## src/rtl/fcmp_sched_if.sv

```systemverilog
// fcmp_sched_if
//  Bundles the requester-side and response-side signals of the shared
//  float-compare scheduler.
//  Ports (all logic):
//    req_valid  [NREQ]        request i valid
//    req_ready  [NREQ]        request i accepted this cycle (one-hot or zero)
//    req_op     [2*NREQ]      op of request i (00 FEQ, 01 FLT, 10 FLE, 11 reserved)
//    req_x1     [32*NREQ]     operand 1 of request i
//    req_x2     [32*NREQ]     operand 2 of request i
//    req_tag    [TAG_W*NREQ]  tag of request i
//    resp_valid               result valid
//    resp_ready               consumer accepts result
//    resp_id    [ID_W]        requester index that issued the result
//    resp_tag   [TAG_W]       echoed tag
//    resp_y     [32]          {31'b0, result}
//  master = issue logic / consumer side, slave = the scheduler.
interface fcmp_sched_if #(
  parameter int NREQ  = 2,
  parameter int TAG_W = 4
);
  localparam int ID_W = $clog2(NREQ);

  logic [NREQ-1:0]       req_valid;
  logic [NREQ-1:0]       req_ready;
  logic [2*NREQ-1:0]     req_op;
  logic [32*NREQ-1:0]    req_x1;
  logic [32*NREQ-1:0]    req_x2;
  logic [TAG_W*NREQ-1:0] req_tag;
  logic                  resp_valid;
  logic                  resp_ready;
  logic [ID_W-1:0]       resp_id;
  logic [TAG_W-1:0]      resp_tag;
  logic [31:0]           resp_y;

  modport master (
    output req_valid, req_op, req_x1, req_x2, req_tag, resp_ready,
    input  req_ready, resp_valid, resp_id, resp_tag, resp_y
  );

  modport slave (
    input  req_valid, req_op, req_x1, req_x2, req_tag, resp_ready,
    output req_ready, resp_valid, resp_id, resp_tag, resp_y
  );
endinterface

```

## src/rtl/fcmp_sched.sv

```systemverilog
// fcmp_sched
//  Shared float-compare unit behind a round-robin scheduler. One requester is
//  granted per cycle; granted ops pass through an issue register (S1) and an
//  output register (S2) and come back in grant order on a single
//  backpressurable response port.
//  Ports:
//    clk  in  clock, all state on posedge
//    rst  in  asynchronous, active-high reset
//    bus  fcmp_sched_if.slave (request vectors, response channel)
module fcmp_sched #(
  parameter int NREQ  = 2,
  parameter int TAG_W = 4
) (
  input  logic        clk,
  input  logic        rst,
  fcmp_sched_if.slave bus
);
  localparam int ID_W = $clog2(NREQ);
  localparam logic [ID_W-1:0] LAST_ID = ID_W'(NREQ - 1);

  // S1 issue register
  logic             s1_v;
  logic [1:0]       s1_op;
  logic [31:0]      s1_x1;
  logic [31:0]      s1_x2;
  logic [TAG_W-1:0] s1_tag;
  logic [ID_W-1:0]  s1_id;

  // S2 occupancy; the resp_* registers hold its payload
  logic             s2_v;
  logic [ID_W-1:0]  rr_ptr;

  logic             adv1;
  logic             adv2;
  logic             gnt_found;
  logic [ID_W-1:0]  gnt_idx;
  logic             accept;
  logic [1:0]       sel_op;
  logic [31:0]      sel_x1;
  logic [31:0]      sel_x2;
  logic [TAG_W-1:0] sel_tag;
  logic             cmp_res;

  // Maps an IEEE single onto an unsigned key whose natural order matches the
  // float order. Zero exponent (zeros and denormals) collapses to one key so
  // signed zeros compare equal; negatives are bit-inverted so larger
  // magnitudes sort lower.
  function automatic logic [31:0] order_key(input logic [31:0] x);
    if (x[30:23] == 8'd0)
      return 32'h8000_0000;
    else if (!x[31])
      return {1'b1, x[30:0]};
    else
      return {1'b0, ~x[30:0]};
  endfunction

  // S2 drains when the consumer takes it; S1 can move into an empty or
  // draining S2; the issue slot is free whenever S1 is empty or moving.
  assign adv2   = s1_v & (~s2_v | bus.resp_ready);
  assign adv1   = ~s1_v | adv2;
  assign accept = adv1 & gnt_found;

  // Round-robin search starting just after the last accepted requester.
  always_comb begin
    logic [ID_W-1:0] cand;
    gnt_found = 1'b0;
    gnt_idx   = '0;
    cand      = rr_ptr;
    for (int k = 0; k < NREQ; k++) begin
      cand = (cand == LAST_ID) ? '0 : cand + 1'b1;
      if (!gnt_found && bus.req_valid[cand]) begin
        gnt_found = 1'b1;
        gnt_idx   = cand;
      end
    end
  end

  // Ready is only offered to the winner, and only when S1 can take it.
  always_comb begin
    bus.req_ready = '0;
    if (accept)
      bus.req_ready[gnt_idx] = 1'b1;
  end

  // Select the winning requester's payload.
  always_comb begin
    sel_op  = '0;
    sel_x1  = '0;
    sel_x2  = '0;
    sel_tag = '0;
    for (int i = 0; i < NREQ; i++) begin
      if (gnt_idx == ID_W'(i)) begin
        sel_op  = bus.req_op[2*i +: 2];
        sel_x1  = bus.req_x1[32*i +: 32];
        sel_x2  = bus.req_x2[32*i +: 32];
        sel_tag = bus.req_tag[TAG_W*i +: TAG_W];
      end
    end
  end

  // Compare the S1 operands; reserved op always yields 0.
  always_comb begin
    logic [31:0] k1;
    logic [31:0] k2;
    k1 = order_key(s1_x1);
    k2 = order_key(s1_x2);
    cmp_res = 1'b0;
    case (s1_op)
      2'b00:   cmp_res = (k1 == k2);
      2'b01:   cmp_res = (k1 < k2);
      2'b10:   cmp_res = (k1 <= k2);
      default: cmp_res = 1'b0;
    endcase
  end

  // S1 register and arbitration pointer. The pointer only moves on an
  // accepted grant so a stalled winner keeps its turn.
  always_ff @(posedge clk or posedge rst) begin
    if (rst) begin
      s1_v   <= 1'b0;
      s1_op  <= '0;
      s1_x1  <= '0;
      s1_x2  <= '0;
      s1_tag <= '0;
      s1_id  <= '0;
      rr_ptr <= LAST_ID;
    end else if (adv1) begin
      s1_v <= accept;
      if (accept) begin
        s1_op  <= sel_op;
        s1_x1  <= sel_x1;
        s1_x2  <= sel_x2;
        s1_tag <= sel_tag;
        s1_id  <= gnt_idx;
        rr_ptr <= gnt_idx;
      end
    end
  end

  // S2 output register; payload only changes when a new result moves in,
  // so it stays stable under backpressure.
  always_ff @(posedge clk or posedge rst) begin
    if (rst) begin
      s2_v         <= 1'b0;
      bus.resp_y   <= '0;
      bus.resp_tag <= '0;
      bus.resp_id  <= '0;
    end else if (adv2) begin
      s2_v         <= 1'b1;
      bus.resp_y   <= {31'b0, cmp_res};
      bus.resp_tag <= s1_tag;
      bus.resp_id  <= s1_id;
    end else if (bus.resp_ready) begin
      s2_v <= 1'b0;
    end
  end

  assign bus.resp_valid = s2_v;
endmodule
```

## src/flat_wrapper.sv

```systemverilog
// flat-port wrapper written by rule: the top's interface ports become plain ports
module fcmp_sched_flat 
#(
  parameter int NREQ  = 2,
  parameter int TAG_W = 4
)
  (clk, rst, bus_req_valid, bus_req_op, bus_req_x1, bus_req_x2, bus_req_tag, bus_resp_ready, bus_req_ready, bus_resp_valid, bus_resp_id, bus_resp_tag, bus_resp_y);
  fcmp_sched_if #(.NREQ(NREQ), .TAG_W(TAG_W)) bus_i ();
  input  logic clk;
  input  logic rst;
  input wire logic [$bits(bus_i.req_valid)-1:0] bus_req_valid;
  input wire logic [$bits(bus_i.req_op)-1:0] bus_req_op;
  input wire logic [$bits(bus_i.req_x1)-1:0] bus_req_x1;
  input wire logic [$bits(bus_i.req_x2)-1:0] bus_req_x2;
  input wire logic [$bits(bus_i.req_tag)-1:0] bus_req_tag;
  input wire logic [$bits(bus_i.resp_ready)-1:0] bus_resp_ready;
  output wire logic [$bits(bus_i.req_ready)-1:0] bus_req_ready;
  output wire logic [$bits(bus_i.resp_valid)-1:0] bus_resp_valid;
  output wire logic [$bits(bus_i.resp_id)-1:0] bus_resp_id;
  output wire logic [$bits(bus_i.resp_tag)-1:0] bus_resp_tag;
  output wire logic [$bits(bus_i.resp_y)-1:0] bus_resp_y;
  assign bus_i.req_valid = bus_req_valid;
  assign bus_i.req_op = bus_req_op;
  assign bus_i.req_x1 = bus_req_x1;
  assign bus_i.req_x2 = bus_req_x2;
  assign bus_i.req_tag = bus_req_tag;
  assign bus_i.resp_ready = bus_resp_ready;
  assign bus_req_ready = bus_i.req_ready;
  assign bus_resp_valid = bus_i.resp_valid;
  assign bus_resp_id = bus_i.resp_id;
  assign bus_resp_tag = bus_i.resp_tag;
  assign bus_resp_y = bus_i.resp_y;
  fcmp_sched #(.NREQ(NREQ), .TAG_W(TAG_W)) u_core (.clk(clk), .rst(rst), .bus(bus_i));
endmodule
```

## config.mk

```make
export PLATFORM = sky130hd
export DESIGN_NAME = fcmp_sched_flat
export DESIGN_NICKNAME = d
export VERILOG_FILES = /design/src/rtl/fcmp_sched_if.sv /design/src/rtl/fcmp_sched.sv /design/src/flat_wrapper.sv
export SDC_FILE = /design/constraint.sdc
export NUM_CORES = 1
export LEC_CHECK = 0
export CAP_MARGIN = 15
export CORE_ASPECT_RATIO = 1.1
export CORE_UTILIZATION = 45
export DETAILED_ROUTE_END_ITERATION = 6
export PLACE_DENSITY = 0.8
export SLEW_MARGIN = 20
export SYNTH_ARGS = -nofsm -noshare
export SYNTH_HDL_FRONTEND = slang
export SYNTH_SLANG_ARGS = --single-unit
```

## constraint.sdc

```tcl
create_clock -name clk -period 3.8 [get_ports clk]
set_input_delay 0.38 -clock clk [delete_from_list [all_inputs] [get_ports clk]]
set_output_delay 0.38 -clock clk [all_outputs]
set_load 0.005 [all_outputs]
```

==> run summary, run 1 <==
Status - finished, final reports clean
Crit Path Max Fanout - 22
Final Max Tran Viols - 0
Tot Pwr - 3505 uW
Max-Cap Viols - 0
Area of the multi-input gates - 2984 sq um
Max Clk Rate - 0.3168 GHz
DRT Wirelength - 13510 microns
# setup viols final - 0
Sinks on Clock Net - 80
Clock power frac - 27.3%
Number of synthesized flops with an enable pin - 0
N_diodes - 0
Core ar. - 11390 sq um
Slew HR - 43.69%
Final HPWL DP - 10050 microns
DR vias/cell - 5.446
Leakage power - 0.003331 uW
Worst Tran Pin Value - 0.8437 ns
Layout cells sized above 1 - 6.184%
M3 GR Usage - 3.005%
PortBufs - 153
Clock slew at reported path FFs - 0.06 ns
Share of the yosys chip area belonging to registers - 38.18%
Synth top area share - 37.68%
Nets - 835
Router iterations before antenna repair - 6
Crit Path Class - register to register
Via count - 4428
Fin. Hold Viols - 0
GPL Wtd Cong - 0.9004
Initial antenna violation count - 0
Cell Rows - 41
Internal - 2360 uW
Hold_buf cts - 0
Logic pwr share - 39.6%
Crit path buf inv count - 1
Peak supply drop - 0.2169 mV
Async S/R FF share, synth - 100.0%
Initial drt markers - 237
Fill count - 981
Drt drc - 0
Crit path cell chain - or4_1, nor2_2, buf_4, nor2_1, ha_1, nand4_1, nor3_1, a21boi_0, o41ai_1, a221o_1
Final setup TNS - 0 ns
Clock Latency Late Sink - 0.34 ns
Syn. warnings - 0
Fin crit share - 83.08%
Cells after Synth - 528
Global-route wire length before repair - 21720 microns
Largest net degree at the start of global routing - 73
Synth top cells by count - dfrtp_1, a221o_1, and3_1
Die area - 12100 sq um
Ports - 185
Htree depth - 3
CTS tree - done
Final min period - 3.157 ns
Most frequent cell after synthesis - dfrtp_1
Switch Pwr - 1145 uW
Power per cell area - 492.2 nW/um^2
Seq cells post-synth - 80
Synth Flop Type - dfrtp_1
M1 GR Usage - 26.19%
Crit. End Element - register
Top Usage Layer GRT - met2
Area leader, netlist - dfrtp_1
RSZ-0062 raised after global routing - no
Unique masters post-synth - 37
Setup repair bufs after CTS - 0
Cell family with most CP delay - simple AND/OR/NAND/NOR gates
Wire per inst - 16.62 microns
Syn Area/Cell - 9.936 sq um
Die Height - 115.2 microns
Die Wd - 105.0 microns
Clk buf depth - 2
Tot GR Track Use - 23.11%
Crit path largest cell delay - 0.59 ns
Critical Path Slowest Stage Cell - or4_1
TritonCTS Buffers - 9
CP arrival - 3.38 ns
Ranking of synthesized cells by area - dfrtp_1, a221o_1, and3_1, ha_1, xnor2_1
Crit start category - register
Critical Path RT - 4.02 ns
Worst Skew - 0.008652 ns
Flop pwr share - 33.1%
CTS root buf - clkbuf_16
Initial Util - 46.07%
Switching share of power - 32.65%
Vias in the first global route - 4515
Global Route met2 Usage - 43.75%
Final ANT Viol Nets - 0
HP Class - register to register
Register area - 2003 sq um
Grt total ovfl - 0
Mapped Area - 5246 sq um
CTS resizes - 0
Synth-to-layout area growth - 35.73%
[cell families (layout without fill, tap and decap cells)]
group | after synthesis | after routing | synth area share, %
and+or+nand+nor | 168 | 168 | 16.93
AOI/OAI and AO/OA | 104 | 104 | 17.77
buffers and inverters | 75 | 180 | 7.822
muxes | 5 | 5 | 1.073
adders and majority gates | 32 | 32 | 7.632
xor gates and xnor gates | 63 | 63 | 10.52
DFF | 80 | 80 | 38.18
other | 1 | 31 | 0.07148
[cell type report]
cell class / count / share of cell area [%]
tap: 150 / 2.636
clock inverter: 2 / 0.8434
clock buffer: 14 / 3.848
sequential: 80 / 28.13
multi-input combinational: 403 / 41.91
timing repair buffer: 163 / 22.56
inverter: 1 / 0.07029
[path summary, 6_finish.rpt]
path | from | to | slack [ns] | cells past startpoint
min in group asynchronous | rst | u_core.s1_tag[1] | 0.51 | 2
max reg2reg | u_core.s1_x1[27] | u_core.bus.resp_y[0] | 0.64 | 10
min reg2reg | u_core.s1_id | u_core.s1_id | 0.48 | 1
min | u_core.s1_id | u_core.s1_id | 0.48 | 1
max | u_core.s1_x1[27] | u_core.bus.resp_y[0] | 0.64 | 10
max in group asynchronous | rst | u_core.s1_x2[29] | 2.39 | 3
[flip-flops by register name, summed over array words and instances (netlist names), 2 cells and up]
signal,cells
u_core.s1_x2,32
u_core.s1_x1,32
u_core.s1_op,2
u_core.bus.resp_tag,4
u_core.s1_tag,4
[power groups by stage]
| stage | Sequential, uW | Clock, uW | Combinational [uW] |
|---|---|---|---|
| 6_report | 1160 | 955 | 1390 |
| 5_1_grt | 1180 | 1000 | 1550 |
| 4_1_cts | 1160 | 971 | 1390 |
| 3_5_place_dp | 1170 | 0 | 1380 |
| 3_3_place_gp | 1170 | 0 | 1320 |
| 2_1_floorplan | 1120 | 0 | 988 |
[through the flow]
step / cell area (sq um) / hold slack, ns / setup slack (ns) / utilization [%] / std cells
final: 7121 / 0.4797 / 0.6430 / 62.52 / 813
after global routing: 7121 / 0.5153 / 0.4014 / 62.52 / 813
after CTS: 7121 / 0.4825 / 0.6757 / 62.52 / 813
after detailed placement: 6787 / 0.4705 / 0.6897 / 59.59 / 797
after global placement: 6787 / 0.4555 / 0.8031 / 59.59 / 797
after floorplan: 5359 / 0.4457 / 0.8078 / - / 558
[cell usage in the layout, fill, tap and decap left out, drive strengths merged]
cell type and n:
nor2 33, nor4 3, buf 10, o21ai 5, bufinv 2, a21oi 14
nor3 3, a2111oi 1, clkbuf 14, or2 1, nand2 37, nand4 8
o211ai 1, nand2b 1, dfrtp 79, nor2b 2, dfstp 1, a221o 71
mux2 5, and2 1, a21o 7, or4 3, nand3 5, a211oi 3
xnor2 32, clkinv 1, clkdlybuf4s50 153, conb 31, xor2 31, o41ai 1
ha 32, and3 71, a21boi 1
[per-layer routing]
layer  share of wire [%]  vias to the layer above
met5                   0                        -
met4                 2.3                        0
met3                 3.7                       25
met2                  53                      127
met1                  41                     2119
li1                    -                     2157
Note: power is estimated with default switching activity, not from simulation.
==> inputs of run 2 (changes only) <==
- CORE_UTILIZATION: 45 -> 42
- PLACE_DENSITY: 0.8 -> 0.78
- clock period: 3.8 -> 2.77 ns (I/O delays scaled with it)
==> run summary, run 2 (synthesized netlist as in run 1, its figures left out) <==
Final ANT Viol Nets - 0
WP depth - 9
Final min period - 2.773 ns
CTS tree - done
Final Max Tran Viols - 0
DRT Wirelength - 13840 microns
TritonCTS Buffers - 9
PortBufs - 153
Hold_buf cts - 0
Die Wd - 108.6 microns
Utilization after layout - 60.67%
Via count - 4505
Final HPWL DP - 10570 microns
Nets - 853
CTS root buf - clkbuf_16
Regs by FF count - u_core.s1_x1 (32), u_core.s1_x2 (32)
Peak supply drop - 0.3696 mV
Fin crit share - 100.1%
Vias in the first global route - 4596
GPL Wtd Cong - 0.9043
FF-to-FF path depth - 9
Crit path cell chain - or4_4, nor2_4, nor2_1, ha_1, a211oi_2, nor2_1, or4_4, a2111oi_4, a221o_1
Top Usage Layer GRT - met2
Initial Util - 43.41%
M1 GR Usage - 25.63%
Commonest non-fill, non-tap cell in the layout - clkdlybuf4s50_1
Critical Path Slowest Stage Cell - or4_4
Htree depth - 3
Cell family with most CP delay - simple AND/OR/NAND/NOR gates
Crit Path Class - register to register
CP arrival - 3.05 ns
Non-Filler Instances - 835
Initial drt markers - 219
Slew HR - 49.07%
Die area - 12940 sq um
Tot GR Track Use - 21.89%
Critical Path RT - 3.04 ns
Initial antenna violation count - 0
Max-Cap Viols - 0
Fill count - 1053
Worst Skew - 0.006167 ns
Ports - 185
Most frequent cells in the layout - clkdlybuf4s50_1, dfrtp_1, and3_1, a221o_1, nand2_1
Synth-to-layout area growth - 39.78%
DP Area - 6994 sq um
N_diodes - 0
Core ar. - 12090 sq um
Clock Latency Late Sink - 0.33 ns
Largest net degree at the start of global routing - 73
Placed Cells - 819
RSZ-0062 raised after global routing - yes
Sinks on Clock Net - 80
Fin. Hold Viols - 0
Finished layout cell area - 7333 sq um
Wire per inst - 16.58 microns
Failing checks - setup timing
Die Height - 119.2 microns
# setup viols final - 1
HP Class - primary input to async pin
Layout cells sized above 1 - 9.692%
M3 GR Usage - 2.627%
Crit start category - register
Final worst slack - -0.003487 ns
Max Clk Rate - 0.3606 GHz
Global Route met2 Usage - 40.63%
Status - complete, but fails checks
Cell Rows - 42
Clock slew at reported path FFs - 0.06 ns
Leakage power - 0.003437 uW
Crit Path Max Fanout - 5
Crit path buf inv count - 0
Crit. End Element - register
Global-route wire length before repair - 21940 microns
Crit path largest cell delay - 0.57 ns
Router iterations before antenna repair - 4
Power per cell area - 669.4 nW/um^2
Clk buf depth - 2
Drt drc - 0
Grt total ovfl - 0
Worst Tran Pin Value - 0.7622 ns
DR vias/cell - 5.395
-- run 2: area by class of cell --
| cell class | count | area (sq um) | share of cell area, % |
|---|---|---|---|
| multi-input combinational | 403 | 3013 | 41.09 |
| sequential | 80 | 2003 | 27.32 |
| timing repair buffer | 181 | 1799 | 24.54 |
| clock buffer | 9 | 225.2 | 3.071 |
| tap | 154 | 192.7 | 2.628 |
| clock inverter | 7 | 95.09 | 1.297 |
| inverter | 1 | 5.005 | 0.06825 |
-- run 2: path summary, 6_finish.rpt --
path / endpoint / startpoint / slack, ns
worst max-delay path: u_core.bus.resp_y[0] / u_core.s1_x1[26] / -0.003
worst min-delay path: u_core.bus.resp_valid / rst / 0.35
worst max register to register: u_core.bus.resp_y[0] / u_core.s1_x1[26] / -0.003
worst min register to register: u_core.s1_id / u_core.s1_id / 0.48
max in group asynchronous: u_core.bus.resp_tag[0] / rst / 1.76
min in group clk: u_core.s1_id / u_core.s1_id / 0.48
-- run 2: report_power, final --
part | total, uW | leakage, uW | switching, uW | internal (uW)
combinational | 2060 | 0.00232 | 972 | 1090
sequential | 1580 | 0.000962 | 188 | 1390
clock | 1280 | 0.000156 | 484 | 791
-- run 2: worst register-to-register path, delay by kind of cell, from the launching register on --
kind	cells	cell delay, ns
AOI/OAI and AO/OA	3	0.63
DFF	1	0.38
and+or+nand+nor	5	1.39
adders and majority gates	1	0.31
-- run 2: metal layers --
layer / wire length (microns) / share of wire [%]
met1: 5695 / 41
met2: 7457 / 54
met3: 494 / 3.6
met4: 193 / 1.4
met5: 0 / 0
-- run 2: timing repair --
action	4_1_cts	5_1_grt
setup buffers	0	0
gates resized for setup	2	3
setup endpoints to repair	1	1
-- run 2: metrics by stage --
stage | setup slack, ns | TNS (ns) | power, uW | hold slack, ns
after global placement | 0.01372 | 0 | 3570 | 0.4548
after CTS | 0.007164 | 0 | 4943 | 0.3812
after floorplan | 0.009275 | 0 | 2910 | 0.3877
final | -0.003487 | -0.003487 | 4909 | 0.3476
after global routing | -0.1016 | -0.1016 | 5236 | 0.4255
after detailed placement | -0.05261 | -0.05261 | 3642 | 0.4668
==> inputs of run 3 (changes only) <==
- CORE_ASPECT_RATIO: 1.1 -> unset
- clock period: 2.77 -> 2.4 ns (I/O delays scaled with it)
==> run summary, run 3 (synthesized netlist as in run 1, its figures left out) <==
Core ar. - 12110 sq um
Initial antenna violation count - 0
Cell family with most CP delay - simple AND/OR/NAND/NOR gates
Wire per inst - 16.36 microns
PortBufs - 153
Clk buf depth - 2
Switching share of power - 33.25%
Fin crit share - 116.4%
Fin. Hold Viols - 0
Ports - 185
Final ANT Viol Nets - 0
Initial drt markers - 192
Via count - 4637
TritonCTS Buffers - 9
Final HPWL DP - 10960 microns
DR vias/cell - 5.318
Top Usage Layer GRT - met2
Final min period - 2.795 ns
HP Class - primary input to async pin
Regs by FF count - u_core.s1_x1 (32), u_core.s1_x2 (32)
Switch Pwr - 1920 uW
Power per cell area - 764.7 nW/um^2
Finished layout cell area - 7550 sq um
Setup repair bufs after CTS - 0
Crit path cell chain - or4_4, nor2_4, buf_12, nor2_1, ha_1, nand4_1, a211oi_1, buf_4, a2111oi_4, a221o_1
Failing checks - setup timing
DP Area - 7192 sq um
Synth-to-layout area growth - 43.91%
RSZ-0062 raised after global routing - yes
Commonest non-fill, non-tap cell in the layout - clkdlybuf4s50_1
M1 GR Usage - 27.55%
Crit path buf inv count - 2
Sinks on Clock Net - 80
Clock slew at reported path FFs - 0.06 ns
Final Max Tran Viols - 0
Die Wd - 113.8 microns
Layout cells sized above 1 - 12.93%
Htree depth - 3
Status - complete, but fails checks
Logic pwr share - 43.3%
Tot Pwr - 5773 uW
M3 GR Usage - 4.410%
Crit Path Max Fanout - 23
CTS tree - done
Critical Path Slowest Stage Cell - or4_4
Slew HR - 51.87%
Clock power frac - 25.1%
# setup viols final - 1
Crit start category - register
Die area - 12940 sq um
Peak supply drop - 0.3760 mV
Leakage power - 0.003556 uW
Most frequent cells in the layout - clkdlybuf4s50_1, dfrtp_1, and3_1, a221o_1, buf_4
Initial Util - 43.32%
Hold_buf cts - 0
Global-route wire length before repair - 23070 microns
Clock Latency Late Sink - 0.34 ns
Die Height - 113.8 microns
Max-Cap Viols - 0
Max Clk Rate - 0.3578 GHz
Router iterations before antenna repair - 5
Crit Path Class - register to register
Global Route met2 Usage - 41.18%
CP arrival - 3.02 ns
Crit. End Element - register
Internal - 3854 uW
Drt drc - 0
Final worst slack - -0.3946 ns
Worst Tran Pin Value - 0.7204 ns
Final setup TNS - -0.3946 ns
Grt total ovfl - 0
Largest net degree at the start of global routing - 73
Cell Rows - 40
Flop pwr share - 31.6%
Crit path largest cell delay - 0.58 ns
CTS root buf - clkbuf_16
N_diodes - 0
GPL Wtd Cong - 0.8524
DRT Wirelength - 14260 microns
Vias in the first global route - 4756
Tot GR Track Use - 23.06%
Critical Path RT - 2.62 ns
Nets - 876
Worst Skew - 0.007608 ns
-- run 3: layout make-up --
| class | instances | area, sq um |
|---|---|---|
| clock inverters | 6 | 83.83 |
| multi-input cells | 403 | 3019 |
| fillers | 1034 | 4562 |
| inverters | 1 | 5.005 |
| repair buffers | 204 | 1997 |
| clock buffers | 10 | 229.0 |
| flip-flops and latches | 80 | 2006 |
| well taps | 168 | 210.2 |
-- run 3: routing by layer --
metal	share of wire, %	vias to the layer above
met3	4.5	19
met2	52	155
met4	1.5	0
met5	0	-
li1	-	2241
met1	42	2222
-- run 3: worst paths after layout --
kind | start | end | slack (ns) | depth (start not counted)
worst max-delay path | u_core.s1_x1[26] | u_core.bus.resp_y[0] | -0.39 | 10
worst min-delay path | rst | u_core.bus.resp_tag[1] | 0.22 | 2
worst max register to register | u_core.s1_x1[26] | u_core.bus.resp_y[0] | -0.39 | 10
worst min register to register | u_core.s1_id | u_core.s1_id | 0.48 | 1
max in group asynchronous | rst | u_core.s1_x1[31] | 1.60 | 3
min in group clk | u_core.s1_id | u_core.s1_id | 0.48 | 1
-- run 3: through the flow --
stage	utilization [%]	hold slack [ns]	worst slack, ns	std cells
final	62.33	0.2165	-0.3946	872
after CTS	62.06	0.2217	-0.3870	871
after global routing	62.33	0.2409	-0.5330	872
after detailed placement	59.38	0.4709	-0.4182	855
after floorplan	-	0.3507	-0.3059	558
after global placement	59.38	0.4564	-0.3192	855
-- run 3: what timing repair did --
action                                 in CTS  in global routing
endpoints found under the hold margin       0                  0
gates resized for setup                     2                  1
pin swaps                                   4                  0
setup endpoints to repair                   1                  1
-- run 3: power groups by stage --
| stage | clock (uW) | combinational [uW] | sequential, uW |
|---|---|---|---|
| after floorplan | 0 | 1580 | 1770 |
| final | 1450 | 2500 | 1830 |
| after global placement | 0 | 2400 | 1830 |
| after global routing | 1530 | 2810 | 1850 |
| after CTS | 1480 | 2500 | 1820 |
| after detailed placement | 0 | 2480 | 1840 |
